`src/rtl/fifo_wr_arbiter.sv`:
```
// Round-robin arbiter sharing one FIFO write port among N_REQ requesters.
// A grant lasts until the owner drops its request or has written MAX_BURST words.
module fifo_wr_arbiter #(
    parameter int N_REQ     = 4,
    parameter int WIDTH     = 4,
    parameter int MAX_BURST = 4
) (
    input  logic                     clk,
    input  logic                     rst_n,
    input  logic [N_REQ-1:0]         req,
    input  logic [N_REQ*WIDTH-1:0]   req_data,
    input  logic                     fifo_full,
    output logic [N_REQ-1:0]         gnt,
    output logic [N_REQ-1:0]         ack,
    output logic                     fifo_wr_en,
    output logic [WIDTH-1:0]         fifo_data,
    output logic                     busy
);

    localparam int IDX_W = $clog2(N_REQ);
    localparam int CNT_W = $clog2(MAX_BURST + 1);
    localparam logic [CNT_W-1:0] LAST_BEAT = CNT_W'(MAX_BURST - 1);
    localparam logic [IDX_W-1:0] LAST_INIT = IDX_W'(N_REQ - 1);
    localparam logic [N_REQ-1:0] ONE       = {{(N_REQ-1){1'b0}}, 1'b1};

    typedef enum logic {IDLE, GRANT} state_t;

    state_t             state_q, state_d;
    logic [N_REQ-1:0]   gnt_q, gnt_d;
    logic [IDX_W-1:0]   last_q, last_d;
    logic [CNT_W-1:0]   cnt_q, cnt_d;
    logic [IDX_W-1:0]   winner;
    logic               beat;
    logic               rel;
    logic [WIDTH-1:0]   data_c;

    // Nearest set bit after l wins; l itself is considered only when nothing else is set.
    function automatic logic [IDX_W-1:0] pick(input logic [N_REQ-1:0] r,
                                              input logic [IDX_W-1:0] l);
        logic [IDX_W-1:0] w;
        int               idx;
        w = l;
        for (int k = N_REQ; k >= 1; k--) begin
            idx = (int'(l) + k) % N_REQ;
            if (r[idx]) w = IDX_W'(idx);
        end
        return w;
    endfunction

    assign ack        = gnt_q & req & {N_REQ{~fifo_full}};
    assign fifo_wr_en = |ack;
    assign gnt        = gnt_q;
    assign busy       = (state_q == GRANT);
    assign fifo_data  = data_c;

    always_comb begin
        data_c = '0;
        for (int i = 0; i < N_REQ; i++) begin
            data_c = data_c | (req_data[i*WIDTH +: WIDTH] & {WIDTH{gnt_q[i]}});
        end
    end

    always_comb begin
        state_d = state_q;
        gnt_d   = gnt_q;
        last_d  = last_q;
        cnt_d   = cnt_q;
        winner  = pick(req, last_q);
        beat    = ack[last_q];
        rel     = !req[last_q] || (beat && (cnt_q == LAST_BEAT));
        case (state_q)
            IDLE: begin
                if (|req) begin
                    state_d = GRANT;
                    gnt_d   = ONE << winner;
                    last_d  = winner;
                    cnt_d   = '0;
                end
            end
            GRANT: begin
                // In GRANT, last_q is the current owner.
                if (rel) begin
                    cnt_d = '0;
                    if (|req) begin
                        gnt_d  = ONE << winner;
                        last_d = winner;
                    end else begin
                        state_d = IDLE;
                        gnt_d   = '0;
                    end
                end else if (beat) begin
                    cnt_d = cnt_q + 1'b1;
                end
            end
            default: begin
                state_d = IDLE;
                gnt_d   = '0;
            end
        endcase
    end

    always_ff @(posedge clk or negedge rst_n) begin
        if (!rst_n) begin
            state_q <= IDLE;
            gnt_q   <= '0;
            last_q  <= LAST_INIT;
            cnt_q   <= '0;
        end else begin
            state_q <= state_d;
            gnt_q   <= gnt_d;
            last_q  <= last_d;
            cnt_q   <= cnt_d;
        end
    end

endmodule

```
`config.mk`:
```
export PLATFORM = sky130hd
export DESIGN_NAME = fifo_wr_arbiter
export DESIGN_NICKNAME = d
export VERILOG_FILES = /design/src/rtl/fifo_wr_arbiter.sv
export SDC_FILE = /design/constraint.sdc
export NUM_CORES = 1
export LEC_CHECK = 0
export BUFFER_PORTS_ARGS = -buffer_cell sky130_fd_sc_hd__buf_2
export CAP_MARGIN = 30
export CORE_MARGIN = 2
export CORE_UTILIZATION = 48
export DETAILED_ROUTE_END_ITERATION = 16
export PLACE_DENSITY = 0.9
export SYNTH_ARGS = -nofsm -noshare
export SYNTH_HDL_FRONTEND = slang
export SYNTH_SLANG_ARGS = --single-unit
```
`constraint.sdc`:
```
create_clock -name clk -period 4.1 [get_ports clk]
set_input_delay 0.41 -clock clk [delete_from_list [all_inputs] [get_ports clk]]
set_output_delay 0.41 -clock clk [all_outputs]
set_load 0.02 [all_outputs]
```
# Word-level counts from Yosys, hierarchy flattened
# Index checks and enable logic that the tools add are counted.
# W data, S select, Z words.
# op_classes
n_reduce_logical,11
n_eq_ne,4
add_sub_neg,5
shift,1
order_cmp,5
n_mux,34
n_bitwise,15
# op_table
cell,n
$and A4 B4 Y4,6
$lt A3 B4 Y1 const B,4
$bmux W1 S2,6
$mux W1,12
$mux W2,6
$mux W4,3
$or A4 B4 Y4,3
$mux W3,3
$pmux W4 S2,1
$reduce_or A2 Y1,4
$reduce_or A4 Y1,2
$pmux W3 S2,1
$add A2 B1 Y2 const B,2
$add A2 B2 Y2 const B,2
$and A1 B1 Y1 const A,4
$pmux W2 S2,1
$reduce_and A2 Y1,2
$shl A1 B2 Y4 const A,1
$add A3 B1 Y3 const B,1
$eq A3 B2 Y1 const B,1
$lt A2 B3 Y1 const B,1
$ne A3 B1 Y1 const B,1
$ne A2 B1 Y1 const B,1
$ne A2 B2 Y1 const B,1
5 further kinds,6
# totals
elab_cells,79
output_inout_bits,14
reg_bits,10
in_bits,23

# Logic depth before layout (Yosys ltp)
# logic_depth
depth_word,14
depth_mapped,6
ltp_nobuf,5

# Worst setup path after synthesis
# No wires, ideal clock.
# synth_path
kind,reg2reg
startpoint,register last_q[0]
endpoint,register gnt_q[2] (netlist: gnt[2])
arrival_time_ns,1.910
t_required_ns,3.978
setup_ns,0.122
path_slack_ns,2.068
n_path_buf,1
period_less_slack_ns,2.032
stages_incl_launch_ff,7
path_cell_list,dfstp_2 buf_6 mux4_2 nand2_2 nor4b_4 or3_4 a32o_1
# synth_via
elab_chain_cells,12
word_cells_on_any_way,34
classes_between,4 x add/sub; 1 x eq/ne; 1 x shift; 24 x mux; 4 x reduce/logical
# synth_rtl
item,line_no,source
start: declaration,30,"logic [IDX_W-1:0] last_q, last_d;"
start signal: assignment,111,last_q <= last_d;
$add A2 B1 Y2,44,idx = (int'(l) + k) % N_REQ;
$bmux W1 S2,45,if (r[idx]) w = IDX_W'(idx);
$mux W1 (not written as such) (2 in series),45,
$mux W2 (4 in series),45,
$shl A1 B2 Y4,"75, 85",
$mux W4,84,if (|req) begin
$mux W4,82,if (rel) begin
$pmux W4 S2,71,case (state_q)
end signal: assignment,110,gnt_q <= gnt_d;
end: declaration,29,"logic [N_REQ-1:0] gnt_q, gnt_d;"
# Several ways; a longest one is shown, not always the timed one. The select of a mux whose other input is x is not followed.
# A chain may end at the register's enable or synchronous reset.

# Worst setup path in the final report
# layout_path
startpoint,register last_q[0]
endpoint,register gnt_q[3] (netlist: gnt[3])
# Same word-level chain as after synthesis.

==> metrics.md <==
| Metric | Value |
|---|---|
| Status | `complete, no violations` |
| Layout Skew | `2.329 ps` |
| Final worst path period share | `0.5157` |
| CTS Sinks | `10` |
| Netlist cell types | `33` |
| Pwr Density | `660.3 nW/µm²` |
| Worst Hold Class | `primary input to async pin` |
| Fin cells | `134` |
| Worst IR Drop VDD | `0.3580 mV` |
| Ys async rst share | `1.000` |
| Port bufs | `36` |
| DIE AREA | `1899 µm²` |
| Max-slew violation count | `0` |
| CP arrival | `2260 ps` |
| # IOs | `37` |
| Vias per std cell | `5.993` |
| RR Endpoint | `gnt[3]` |
| Routed Antenna Nets | `0` |
| Congestion Overflow GR | `0` |
| Startpoint Class | `register` |
| Filler cells | `129` |
| Syn nets | `106` |
| H-tree levels | `1` |
| Synth warnings | `0` |
| CP Capture Type | `register` |
| DRT Wirelength | `1.850 mm` |
| Crit path to | `gnt[3]` |
| Clk_lat worst skew | `250 ps` |
| Setup Viol. Count Final | `0` |
| 1st-iter DRT viols | `22` |
| Met2 Track Usage GR | `0.3618` |
| R2r setup slk | `1990 ps` |
| Routing usage on met1 | `0.2807` |
| Worst Path Class, Setup | `register to register` |
| Largest net degree at the start of global routing | `12` |
| Vias in the first global route | `705` |
| CTS tree | `yes` |
| Area post-placement | `935.9 µm²` |
| TritonCTS Buffers | `3` |
| Met3 Track Usage GR | `0.04167` |
| Share of layout cells above drive strength 1 | `0.4237` |
| Leakage | `0.0004990 µW` |
| Initial DRT Pass Iterations | `4` |
| Final net count | `145` |
| Top achievable clock speed | `473.0 MHz` |
| Maximum buffer depth of the clock tree | `2` |
| Final Hold Vio Count | `0` |
| CP startpoint | `last_q[0]` |
| Worst-path clk slew | `60 ps` |
| Placed cell count | `131` |
| Hold Buf Count CTS | `0` |
| DR vias | `803` |
| Hpwl dp | `1.445 mm` |
| Num rows | `14` |
| Initial antenna violation count | `0` |
| Layout area overhead | `27.45%` |
| Most Crowded Layer GR | `met2` |
| #FFs+latches synth | `10` |
| Post-Syn Area | `752.0 µm²` |
| GPL Wtd Cong | `0.8553` |
| Design Power | `632.8 µW` |
| Relative slew margins | `0.6517` |
| Reg2reg path depth | `5` |
| Most frequent cells in the layout | `buf_2, a22oi_1, dfrtp_1` |
| GRT Total Usage | `0.2192` |
| WL/cell | `13.81 µm` |
| Core Region | `1489 µm²` |
| Final instance area | `958.4 µm²` |
| Starting density of the core | `0.5050` |
| Register area share after synthesis | `0.3361` |
| Setup Buffers After CTS | `0` |
| First-pass GRT wire length | `3.111 mm` |
| Number of synthesized flops with an enable pin | `0` |
| Top fanout value on the critical path | `9` |
| RSZ-0062 raised after global routing | `false` |
| Final setup TNS | `0 ps` |
| Worst EP required | `4240 ps` |
| Top FF cell, synth | `dfrtp_1` |
| DRC violations left | `0` |
| Post-synthesis average cell area | `9.284 µm²` |
| Antenna diodes | `0` |
| Min cycle time layout | `2114 ps` |
| Tightest Pin Transition | `517.7 ps` |
| Post-CTS resize count | `0` |
| Die X | `43.58 µm` |
| Commonest non-fill, non-tap cell in the layout | `buf_2` |
| R2r startpoint | `last_q[0]` |
| Hold_ws | `6.032 ps` |
| Total of max-cap violations | `0` |
| Die H | `43.58 µm` |
| Cells after Synth | `81` |
| CTS Root Cell | `clkbuf_4` |
## cells in the mapped netlist, types with 2 or more instances
master | number | area share
a22oi_1 | 10 | 0.10
a32o_1 | 4 | 0.053
dfrtp_1 | 8 | 0.27
dfstp_2 | 2 | 0.070
ha_1 | 2 | 0.033
inv_1 | 7 | 0.035
mux2_2 | 2 | 0.030
nand2_1 | 7 | 0.035
nand2b_1 | 2 | 0.017
nor2_1 | 7 | 0.035
o21ai_0 | 7 | 0.047
or2_2 | 2 | 0.017
## how the worst min path moves through the flow
stage,slack [ps],to
after floorplan,110,busy
after global placement,280,cnt_q[1]
after detailed placement,280,cnt_q[1]
after CTS,4,cnt_q[1]
after global routing,10,gnt[0]
final,6,gnt[3]
## routing by layer
layer	wire (µm)	part of all wire
met5	0	0
met4	29	0.016
met3	132	0.071
met2	935	0.51
met1	753	0.41
## cell type report
cell class	count	area, µm²	share of cell area
flip-flops and latches	10	252.7	0.2637
clock buffers	3	22.52	0.02350
well taps	16	20.02	0.02089
inverters	7	26.28	0.02742
repair buffers	36	180.2	0.1880
multi-input cells	62	456.7	0.4765
## through the flow
stage | util | setup WS, ps
final | 0.6437 | 1986
after global routing | 0.6437 | 1905
after CTS | 0.6437 | 1973
after detailed placement | 0.6286 | 1999
after global placement | 0.6286 | 2047
after floorplan | - | 2068
## where the power goes
group / total, µW / internal, µW / switching, µW
registers: 202 / 143 / 58.1
logic: 369 / 168 / 200
clock network: 62.6 / 33.7 / 28.9
total: 633 / 346 / 287
## critical path, stage by stage (launching register included)
cell and delay [ps]:
dfstp_2 600, mux4_2 530, nand2_2 130, nor4b_4 80, or3_4 440, a32o_1 220
## cell families after synthesis
| logic type | share of synthesized area |
|---|---|
| and+or+nand+nor | 0.2496 |
| AOI/OAI and AO/OA | 0.2513 |
| DFF | 0.3361 |
| buffers and inverters | 0.05657 |
| muxes | 0.07321 |
| adders and majority gates | 0.03327 |
## registers in the layout, summed over array words and instances, names as in the netlist
name and flops:
busy 1, gnt 4, cnt_q 3, last_q 2
Power figures use the tool's default switching activity.
